File: config.mk
export PLATFORM = sky130hd
export DESIGN_NAME = vpd_capability_ctrl
export DESIGN_NICKNAME = d
export VERILOG_FILES = /design/src/rtl/vpd_capability_ctrl.sv
export SDC_FILE = /design/constraint.sdc
export NUM_CORES = 1
export LEC_CHECK = 0
export ABC_AREA = 1
export CORE_ASPECT_RATIO = 1.5
export CORE_MARGIN = 3
export CORE_UTILIZATION = 41
export CTS_BUF_LIST = sky130_fd_sc_hd__clkbuf_8
export CTS_CLUSTER_SIZE = 28
export DETAILED_ROUTE_END_ITERATION = 8
export PLACE_DENSITY = 0.88
export SYNTH_ARGS = -nofsm -noshare
export SYNTH_HDL_FRONTEND = slang
export SYNTH_SLANG_ARGS = --single-unit
File: constraint.sdc
create_clock -name clk -period 2.8 [get_ports clk]
set_input_delay 0.42 -clock clk [delete_from_list [all_inputs] [get_ports clk]]
set_output_delay 0.42 -clock clk [all_outputs]
set_load 0.05 [all_outputs]
File: src/rtl/vpd_capability_ctrl.sv
// vpd_capability_ctrl: PCIe VPD Address/Data registers and the one-dword storage transfer FSM.
// Optional macro VPD_TIMEOUT_EN aborts a stalled storage request after TIMEOUT_CYCLES.
module vpd_capability_ctrl #(
    parameter int ADDR_WIDTH     = 15,
    parameter int DATA_WIDTH     = 32,
    parameter int RO_DWORDS      = 0,
    parameter int TIMEOUT_CYCLES = 1024
) (
    input  logic                  clk,
    input  logic                  rst,
    input  logic                  addr_wr,
    input  logic [15:0]           addr_wdata,
    input  logic                  data_wr,
    input  logic [DATA_WIDTH-1:0] data_wdata,
    output logic [15:0]           addr_rdata,
    output logic [DATA_WIDTH-1:0] data_rdata,
    output logic                  mem_req,
    output logic                  mem_we,
    output logic [ADDR_WIDTH-3:0] mem_addr,
    output logic [DATA_WIDTH-1:0] mem_wdata,
    input  logic                  mem_ack,
    input  logic [DATA_WIDTH-1:0] mem_rdata,
    output logic                  busy,
    output logic                  err_ro,
    output logic                  err_timeout
);
    typedef enum logic [1:0] {IDLE, RD_WAIT, WR_WAIT} state_t;

    state_t                state_q, state_d;
    logic                  f_q, f_d;
    logic [ADDR_WIDTH-1:0] addr_q, addr_d;
    logic [DATA_WIDTH-1:0] data_q, data_d;
    logic                  err_ro_q, err_ro_d;
    logic                  err_to_q, err_to_d;
    logic                  expired;
    logic                  aligned;
    logic                  ro_hit;

`ifdef VPD_TIMEOUT_EN
    localparam int CW = $clog2(TIMEOUT_CYCLES + 1);
    logic [CW-1:0] cnt_q;

    // Counter restarts from zero on every newly accepted request.
    always_ff @(posedge clk or posedge rst) begin
        if (rst) cnt_q <= '0;
        else     cnt_q <= (state_q == IDLE) ? '0 : cnt_q + 1'b1;
    end

    assign expired = (state_q != IDLE) && (cnt_q == CW'(TIMEOUT_CYCLES - 1));
`else
    logic unused_timeout;
    assign unused_timeout = (TIMEOUT_CYCLES == 0);
    assign expired        = 1'b0;
`endif

    assign aligned = addr_wdata[1:0] == 2'b00;
    assign ro_hit  = 32'(addr_wdata[ADDR_WIDTH-1:2]) < RO_DWORDS;

    always_comb begin
        state_d  = state_q;
        f_d      = f_q;
        addr_d   = addr_q;
        data_d   = data_q;
        err_ro_d = 1'b0;
        err_to_d = 1'b0;
        case (state_q)
            IDLE: begin
                if (data_wr) data_d = data_wdata;
                if (addr_wr && aligned) begin
                    addr_d   = addr_wdata[ADDR_WIDTH-1:0];
                    f_d      = addr_wdata[15] && !ro_hit;
                    err_ro_d = addr_wdata[15] && ro_hit;
                    state_d  = !addr_wdata[15] ? RD_WAIT : ro_hit ? IDLE : WR_WAIT;
                end
            end
            RD_WAIT: begin
                if (mem_ack) begin
                    data_d  = mem_rdata;
                    f_d     = 1'b1;
                    state_d = IDLE;
                end else if (expired) begin
                    err_to_d = 1'b1;
                    state_d  = IDLE;
                end
            end
            WR_WAIT: begin
                if (mem_ack) begin
                    f_d     = 1'b0;
                    state_d = IDLE;
                end else if (expired) begin
                    err_to_d = 1'b1;
                    state_d  = IDLE;
                end
            end
            default: state_d = IDLE;
        endcase
    end

    always_ff @(posedge clk or posedge rst) begin
        if (rst) begin
            state_q  <= IDLE;
            f_q      <= 1'b0;
            addr_q   <= '0;
            data_q   <= '0;
            err_ro_q <= 1'b0;
            err_to_q <= 1'b0;
        end else begin
            state_q  <= state_d;
            f_q      <= f_d;
            addr_q   <= addr_d;
            data_q   <= data_d;
            err_ro_q <= err_ro_d;
            err_to_q <= err_to_d;
        end
    end

    assign addr_rdata  = {f_q, 15'(addr_q)};
    assign data_rdata  = data_q;
    assign mem_req     = state_q != IDLE;
    assign busy        = state_q != IDLE;
    assign mem_we      = state_q == WR_WAIT;
    assign mem_addr    = addr_q[ADDR_WIDTH-1:2];
    assign mem_wdata   = data_q;
    assign err_ro      = err_ro_q;
    assign err_timeout = err_to_q;
endmodule

==> flow_metrics.py, run 1 <==
metrics = {
    "run_status": {
        "status": "complete, no violations",
    },
    "detailed_routing": {
        "drtPass1Iterations": 4,
        "wirelength_mm": 7.638,
        "num_vias": 2505,
        "viasPerCell": 4.700,
        "ant_nets": 0,
        "drtIter0Drc": 89,
        "drc": 0,
        "wire_per_inst_um": 14.33,
    },
    "timing": {
        "rsz0062_at_grt": "false",
        "worst_pin_slew_ns": 0.6254,
        "finalHoldViolations": 0,
        "maxClockFrequency_ghz": 0.4250,
        "finalClockSkew_ns": 0.007088,
        "timing.final.crit_share": 0.8403,
        "fin_tns_setup_ns": 0,
        "slew_violations": 0,
        "setup_viol": 0,
        "min_period_ns": 2.353,
        "slew_headroom": 0.5830,
        "fin_ws_ns": 0.4472,
    },
    "critical_path": {
        "critPathTopFamily": "buffers and inverters",
        "worstSetupPathType": "register to output port",
        "worstReg2RegEnd": "data_rdata[28]",
        "crit_fanout": 4,
        "worstRegToRegCells": 8,
        "worstPathRequired_ns": 2.38,
        "r2r_setup_slack_ns": 0.83,
        "reg2reg_from": "state_q[1]",
        "slowest_stage": "clkdlybuf4s50_1",
        "slowest_delay_ns": 0.81,
        "cp-end-kind": "output port",
        "worstPathCellList": "inv_1 -> ha_1 -> inv_2 -> clkdlybuf4s50_1",
        "cp.buffers_inverters": 3,
        "arrival_ns": 1.93,
        "crit_path_start_kind": "register",
    },
    "floorplanning": {
        "die_x_um": 75.40,
        "die_height_um": 110.1,
        "core_sq_mm": 0.006944,
        "die_area_sq_mm": 0.008300,
        "fp-row-count": 37,
        "boundaryPins": 183,
        "initial_core_util": 0.4265,
    },
    "place": {
        "preCtsSetupSlack_ns": 0.7746,
        "portBuffers": 180,
        "dpl.hpwl_mm": 6.037,
        "gp_congestion": 0.8104,
    },
    "layout": {
        "syn_to_final_growth_pct": 52.73,
        "drive_gt1_frac": 0.2176,
        "fin_nets": 544,
        "final_cell_mix": "clkdlybuf4s50_1 (180), nand2_1 (62), dfrtp_1 (50)",
        "diodes": 0,
        "layout_commonest_cell": "clkdlybuf4s50_1",
    },
    "synth": {
        "syn_area_sq_mm": 0.002962,
        "synthTopCellsByArea": "dfrtp_1 (42%), buf_4 (12%), o21ai_2 (9.5%)",
        "ys_types": 22,
        "syn_area_per_cell_sq_um": 9.113,
        "syn_inst": 325,
        "yosys_warnings": 0,
        "ys_seq_area_frac": 0.4225,
        "synth_top_area_frac": 0.4225,
        "yosys_register_bits": 50,
        "synth_top_area_cell": "dfrtp_1",
    },
    "clock_tree": {
        "clk_pin_slew_worst_paths_ns": 0.08,
        "clk-insertion-delay-late_ns": 0.29,
        "cts_root_buffer": "clkbuf_8",
        "cts_hold_buf": 0,
        "cts_buffers": 5,
        "cts_tree": "yes",
        "htree_levels": 2,
        "cts_buffer_depth": 2,
        "post_cts_buffers": 0,
        "clock_sinks": 50,
        "ctsResizeCount": 0,
    },
    "global_route": {
        "met1_usage": 0.1959,
        "met3_usage": 0.03358,
        "antenna_found_initial": 0,
        "grt.busiest_layer": "met2",
        "globalRouteTotalUtil": 0.1833,
        "grt_max_degree": 51,
        "overflow": 0,
        "grt_pass1_wl_mm": 11.70,
        "grt_pass1_vias": 2594,
        "use_met2": 0.3529,
    },
    "job": {
        "cap_viol_max_count": 0,
    },
    "worst_hold_path": {
        "holdPathStages": 2,
        "min_to": "f_q",
        "min_from": "f_q",
        "hp-class": "register to register",
    },
}
synthesized netlist by cell type:
library cell and instances:
nand2_1 62, dfrtp_1 50, buf_4 49, o21ai_0 32, o21ai_2 32, nand2_2 28
or2_2 22, or2_1 10, inv_1 7, buf_2 6, buf_6 6, ha_1 5
inv_2 3, nor2_1 3, dlymetal6s2s_1 2, nand3_1 2, conb_1 1, nand2_4 1
nand3b_1 1, nor2_2 1, o21ai_1 1, o21ai_4 1
metal layers:
metal,wire length [um],part of all wire
met1,2722,0.36
met3,425,0.056
met5,0,0
met2,4378,0.57
met4,112,0.015
through the flow:
step                      instance area [sq um]    util  hold slack, ns  instances
after floorplan                            2965       -          0.4423        326
after global placement                     4417  0.6360          0.4496        525
after detailed placement                   4417  0.6360          0.4660        525
after CTS                                  4523  0.6514          0.4847        533
after global routing                       4523  0.6514          0.5180        533
final                                      4523  0.6514          0.4783        533
final cells by class:
cell class                      instances  area (sq um)
Timing Repair Buffer                  184          1844
Tap cell                               78         97.59
Multi-Input combinational cell        203          1186
Inverter                               10         37.54
Clock buffer                            5         68.82
Clock inverter                          3         37.54
Fill cell                             589          2421
Sequential cell                        50          1251
flip-flops by register name (all words and copies together) (netlist names):
signal and count:
data_rdata 32, addr_q 15, f_q 1, state_q 2
cells by family (layout without fill, tap and decap cells):
family,count (synthesis),count (layout),synth area share
other,1,2,0.001266
DFF,50,50,0.4225
AOI/OAI and AO/OA,66,66,0.1559
adders and majority gates,5,5,0.02112
buffers and inverters,73,202,0.1783
and+or+nand+nor,130,130,0.2210
worst max path at each step:
stage                           from  depth (start not counted)             end
after global placement    state_q[1]                          8  data_rdata[27]
after detailed placement  state_q[0]                          4         mem_req
after CTS                 state_q[0]                          4         mem_req
after global routing      state_q[0]                          4         mem_req
final                     state_q[0]                          4         mem_req
after floorplan                  rst                          1       addr_q[0]
tightest hold or removal path, stage by stage (launching register included):
cell and delay, ns:
dfrtp_1 0.35, nand2_1 0.05, nand2_1 0.05
Power of run 1 is left out: the tool's default activity adds up to more than one toggle a clock period on the data nets, which glitch-free logic cannot reach.
==> run 2, diff against run 1 <==
--- a/config.mk
+++ b/config.mk
@@ -8,11 +8,11 @@
 export ABC_AREA = 1
 export CORE_ASPECT_RATIO = 1.5
 export CORE_MARGIN = 3
-export CORE_UTILIZATION = 41
+export CORE_UTILIZATION = 35
 export CTS_BUF_LIST = sky130_fd_sc_hd__clkbuf_8
 export CTS_CLUSTER_SIZE = 28
 export DETAILED_ROUTE_END_ITERATION = 8
-export PLACE_DENSITY = 0.88
+export PLACE_DENSITY = 0.8
 export SYNTH_ARGS = -nofsm -noshare
 export SYNTH_HDL_FRONTEND = slang
 export SYNTH_SLANG_ARGS = --single-unit
==> constraint.sdc (replaced) <==
create_clock -name clk -period 2.05 [get_ports clk]
set_input_delay 0.3075 -clock clk [delete_from_list [all_inputs] [get_ports clk]]
set_output_delay 0.3075 -clock clk [all_outputs]
set_load 0.05 [all_outputs]
==> run 2 against run 1 <==
Net effect: register-to-register slack worse by 0.45 ns; core utilization is 8.2 points lower; worst setup slack got worse by 0.26 ns.
==> flow_metrics.py, run 2 (synthesis gave the netlist of run 1 again) <==
metrics = {
    "clock_tree": {
        "clk_pin_slew_worst_paths_ns": 0.09,
        "clk-insertion-delay-late_ns": 0.30,
        "cts_tree": "yes",
        "cts_buffer_depth": 2,
        "ctsResizeCount": 0,
        "cts_root_buffer": "clkbuf_8",
        "htree_levels": 2,
        "cts_buffers": 5,
        "post_cts_buffers": 0,
        "clock_sinks": 50,
        "cts_hold_buf": 0,
    },
    "critical_path": {
        "arrival_ns": 1.56,
        "crit_path_start_kind": "register",
        "slowest_stage": "clkdlybuf4s50_1",
        "crit_fanout": 3,
        "cp.buffers_inverters": 1,
        "worstPathRequired_ns": 1.74,
        "critPathTopFamily": "buffers and inverters",
        "r2r_setup_slack_ns": 0.38,
        "worstPathCellList": "clkdlybuf4s50_1",
        "worstSetupPathType": "register to output port",
        "cp-end-kind": "output port",
        "slowest_delay_ns": 0.83,
    },
    "layout": {
        "largest_reg_flops": 32,
        "multi_input_area_sq_mm": 0.001186,
        "layout_commonest_cell": "clkdlybuf4s50_1",
        "final_cell_mix": "clkdlybuf4s50_1 (177), nand2_1 (62), dfrtp_1 (50)",
        "seqCellArea_sq_mm": 0.001251,
        "fin_nets": 546,
        "syn_to_final_growth_pct": 55.77,
        "fill_cells": 720,
        "drive_gt1_frac": 0.2319,
        "diodes": 0,
    },
    "detailed_routing": {
        "drc": 0,
        "viasPerCell": 4.397,
        "drtIter0Drc": 67,
        "ant_nets": 0,
        "wire_per_inst_um": 13.73,
        "wirelength_mm": 7.718,
        "num_vias": 2471,
        "drtPass1Iterations": 4,
    },
    "global_route": {
        "grt_max_degree": 65,
        "grt_pass1_vias": 2502,
        "globalRouteTotalUtil": 0.1584,
        "antenna_found_initial": 0,
        "grt_pass1_wl_mm": 11.91,
        "overflow": 0,
    },
    "run_status": {
        "status": "complete, no violations",
    },
    "timing": {
        "fin_tns_setup_ns": 0,
        "setup_viol": 0,
        "worst_pin_slew_ns": 0.5725,
        "finalHoldViolations": 0,
        "slew_headroom": 0.6178,
        "min_period_ns": 1.867,
        "timing.final.crit_share": 0.9107,
        "rsz0062_at_grt": "false",
        "finalClockSkew_ns": 0.005648,
        "maxClockFrequency_ghz": 0.5356,
        "slew_violations": 0,
    },
    "floorplanning": {
        "die_height_um": 118.7,
        "initial_core_util": 0.3653,
        "die_area_sq_mm": 0.009624,
        "fp-row-count": 40,
        "core_sq_mm": 0.008108,
        "die_x_um": 81.11,
        "boundaryPins": 183,
    },
    "worst_hold_path": {
        "hp-class": "input port to async pin",
    },
    "place": {
        "gp_congestion": 0.7522,
        "portBuffers": 180,
        "dpl.hpwl_mm": 6.123,
    },
    "job": {
        "cap_viol_max_count": 0,
    },
}
[run 2: cell count changes in the layout (fill, tap and decap cells not counted)]
cell / change
clkbuf_8: +1
clkdlybuf4s50_1: -3
buf_4: +4
bufinv_16: +1
buf_12: +1
inv_1: -2
[run 2: per-layer routing]
| metal | share of wire | vias to the layer above | global-route usage |
|---|---|---|---|
| li1 | - | 1238 | - |
| met1 | 0.36 | 1124 | 0.1663 |
| met2 | 0.56 | 99 | 0.3004 |
| met3 | 0.056 | 10 | 0.03277 |
| met4 | 0.020 | 0 | 0.05180 |
| met5 | 0 | - | 0 |
[run 2: final cells by class]
class | instances | share of cell area
repair buffers | 186 | 0.4041
flip-flops and latches | 50 | 0.2712
multi-input cells | 203 | 0.2571
well taps | 105 | 0.02848
clock buffers | 6 | 0.01790
clock inverters | 2 | 0.01302
inverters | 10 | 0.008137
[run 2: path summary, 6_finish.rpt]
path                                 from              to  cells after the start
max reg2reg                    state_q[1]  data_rdata[28]                      8
min                                   rst      addr_q[11]                      2
min in group clk                addr_q[0]       addr_q[0]                      2
max in group asynchronous             rst  data_rdata[27]                      3
max                        data_rdata[14]   mem_wdata[14]                      1
min reg2reg                     addr_q[0]       addr_q[0]                      2
[run 2: stage by stage]
step / instances / hold WS, ns / setup slack [ns] / utilization / cell area, sq um
after global routing: 562 / 0.4242 / 0.1413 / 0.5690 / 4613
after floorplan: 326 / 0.4241 / 0.5405 / - / 2965
after detailed placement: 554 / 0.4605 / 0.3803 / 0.5514 / 4471
after global placement: 554 / 0.4555 / 0.4517 / 0.5514 / 4471
final: 562 / 0.3814 / 0.1830 / 0.5690 / 4613
after CTS: 562 / 0.3930 / 0.1691 / 0.5690 / 4613
Power of run 2 is left out for the same reason.
==> run 3, diff against run 2 <==
--- a/config.mk
+++ b/config.mk
@@ -8,11 +8,11 @@
 export ABC_AREA = 1
 export CORE_ASPECT_RATIO = 1.5
 export CORE_MARGIN = 3
-export CORE_UTILIZATION = 35
+export CORE_UTILIZATION = 38
 export CTS_BUF_LIST = sky130_fd_sc_hd__clkbuf_8
 export CTS_CLUSTER_SIZE = 28
 export DETAILED_ROUTE_END_ITERATION = 8
-export PLACE_DENSITY = 0.8
+export PLACE_DENSITY = 0.82
 export SYNTH_ARGS = -nofsm -noshare
 export SYNTH_HDL_FRONTEND = slang
 export SYNTH_SLANG_ARGS = --single-unit
==> constraint.sdc (replaced) <==
create_clock -name clk -period 1.82 [get_ports clk]
set_input_delay 0.273 -clock clk [delete_from_list [all_inputs] [get_ports clk]]
set_output_delay 0.273 -clock clk [all_outputs]
set_load 0.05 [all_outputs]
==> run 3 against run 2 <==
Net effect: clock-buffer cell count is 1 lower; via count increased by 1.0%; global-route usage rose by 1.7 points; clock skew is 0.0010 ns higher; largest cell class unchanged; register-to-register slack got worse by 0.24 ns; critical path type unchanged.
==> flow_metrics.py, run 3 (synthesis gave the netlist of run 1 again) <==
metrics = {
    "timing": {
        "finalClockSkew_ns": 0.006655,
        "worst_pin_slew_ns": 0.5216,
        "setup_viol": 0,
        "fin_ws_ns": 0.03870,
        "finalHoldViolations": 0,
        "maxClockFrequency_ghz": 0.5614,
        "timing.final.crit_share": 0.9787,
        "slew_violations": 0,
        "slew_headroom": 0.6517,
        "min_period_ns": 1.781,
    },
    "global_route": {
        "antenna_found_initial": 0,
        "grt_pass1_wl_mm": 12.47,
        "overflow": 0,
        "globalRouteTotalUtil": 0.1754,
        "grt_max_degree": 30,
        "grt_pass1_vias": 2552,
    },
    "critical_path": {
        "cp-end-kind": "output port",
        "r2r_setup_slack_ns": 0.14,
        "endpoint": "addr_rdata[2]",
        "worstReg2RegEnd": "data_rdata[27]",
        "reg2reg_from": "state_q[1]",
        "slowest_delay_ns": 0.83,
        "worstPathRequired_ns": 1.55,
        "critPathTopFamily": "buffers and inverters",
        "crit_fanout": 3,
        "slowest_stage": "clkdlybuf4s50_1",
        "cp.buffers_inverters": 1,
        "worstRegToRegCells": 8,
        "crit_cells": 1,
        "crit_path_start_kind": "register",
        "startpoint": "addr_q[2]",
        "worstSetupPathType": "register to output port",
        "arrival_ns": 1.51,
        "worstPathCellList": "clkdlybuf4s50_1",
    },
    "floorplanning": {
        "fp-row-count": 38,
        "core_sq_mm": 0.007417,
        "die_x_um": 78.08,
        "boundaryPins": 183,
        "die_height_um": 114.1,
        "initial_core_util": 0.3993,
        "die_area_sq_mm": 0.008910,
    },
    "layout": {
        "final_cell_mix": "clkdlybuf4s50_1 (101), nand2_1 (62), dfrtp_1 (50)",
        "drive_gt1_frac": 0.3283,
        "largest_reg_flops": 32,
        "syn_to_final_growth_pct": 55.98,
        "multi_input_area_sq_mm": 0.001189,
        "fill_cells": 638,
        "fin_nets": 549,
        "seqCellArea_sq_mm": 0.001251,
        "diodes": 0,
        "layout_commonest_cell": "clkdlybuf4s50_1",
        "stdcell_count": 560,
    },
    "clock_tree": {
        "clock_sinks": 50,
        "cts_hold_buf": 0,
        "cts_tree": "yes",
        "clk_pin_slew_worst_paths_ns": 0.09,
        "clk-insertion-delay-late_ns": 0.29,
        "htree_levels": 2,
        "post_cts_buffers": 0,
        "cts_buffers": 5,
        "cts_buffer_depth": 2,
        "cts_root_buffer": "clkbuf_8",
    },
    "detailed_routing": {
        "ant_nets": 0,
        "drtIter0Drc": 98,
        "num_vias": 2496,
        "drc": 0,
        "wire_per_inst_um": 14.62,
        "wirelength_mm": 8.189,
        "viasPerCell": 4.457,
        "drtPass1Iterations": 4,
    },
    "place": {
        "place_inst": 552,
        "portBuffers": 180,
        "gp_congestion": 0.8484,
        "preCtsSetupSlack_ns": 0.1207,
        "dpl.hpwl_mm": 6.537,
    },
    "worst_hold_path": {
        "hp-class": "input port to async pin",
    },
    "job": {
        "cap_viol_max_count": 0,
    },
    "run_status": {
        "status": "complete, no violations",
    },
}
-- run 3: through the flow --
stage / hold WS, ns / setup TNS (ns) / utilization / instance area, sq um
after floorplan: 0.3896 / 0 / - / 2965
after global routing: 0.3084 / -0.01343 / 0.6228 / 4619
after global placement: 0.4515 / 0 / 0.5978 / 4434
final: 0.2879 / 0 / 0.6228 / 4619
after CTS: 0.2937 / 0 / 0.6123 / 4542
after detailed placement: 0.4551 / 0 / 0.5978 / 4434
-- run 3: area by class of cell --
| cell class | count | area share |
|---|---|---|
| Timing Repair Buffer | 189 | 0.4120 |
| Multi-Input combinational cell | 203 | 0.2573 |
| Clock buffer | 5 | 0.01490 |
| Sequential cell | 50 | 0.2709 |
| Clock inverter | 3 | 0.009751 |
| Inverter | 10 | 0.008126 |
| Tap cell | 100 | 0.02709 |
-- run 3: metal layers --
| layer | wire length [um] | part of all wire | vias to the layer above | GRT usage |
|---|---|---|---|---|
| met2 | 4620 | 0.56 | 87 | 0.3324 |
| met5 | 0 | 0 | - | 0 |
| met3 | 421 | 0.051 | 6 | 0.03307 |
| li1 | - | - | 1241 | - |
| met4 | 110 | 0.013 | 0 | 0.05134 |
| met1 | 3037 | 0.37 | 1162 | 0.1968 |
-- run 3: timing repair --
action	4_1_cts	5_1_grt
resized for setup	5	31
cloned	0	0
setup endpoints to repair	5	54
pin swaps	0	0
-- run 3: worst min path at each step --
stage / start / to / slack, ns / cells past startpoint
after detailed placement: addr_q[0] / addr_q[0] / 0.46 / 2
after floorplan: addr_wdata[4] / addr_q[4] / 0.39 / 2
after global routing: rst / data_rdata[30] / 0.31 / 2
after global placement: addr_q[0] / addr_q[0] / 0.45 / 2
final: rst / f_q / 0.29 / 2
after CTS: rst / data_rdata[30] / 0.29 / 2
Power of run 3 is left out for the same reason.
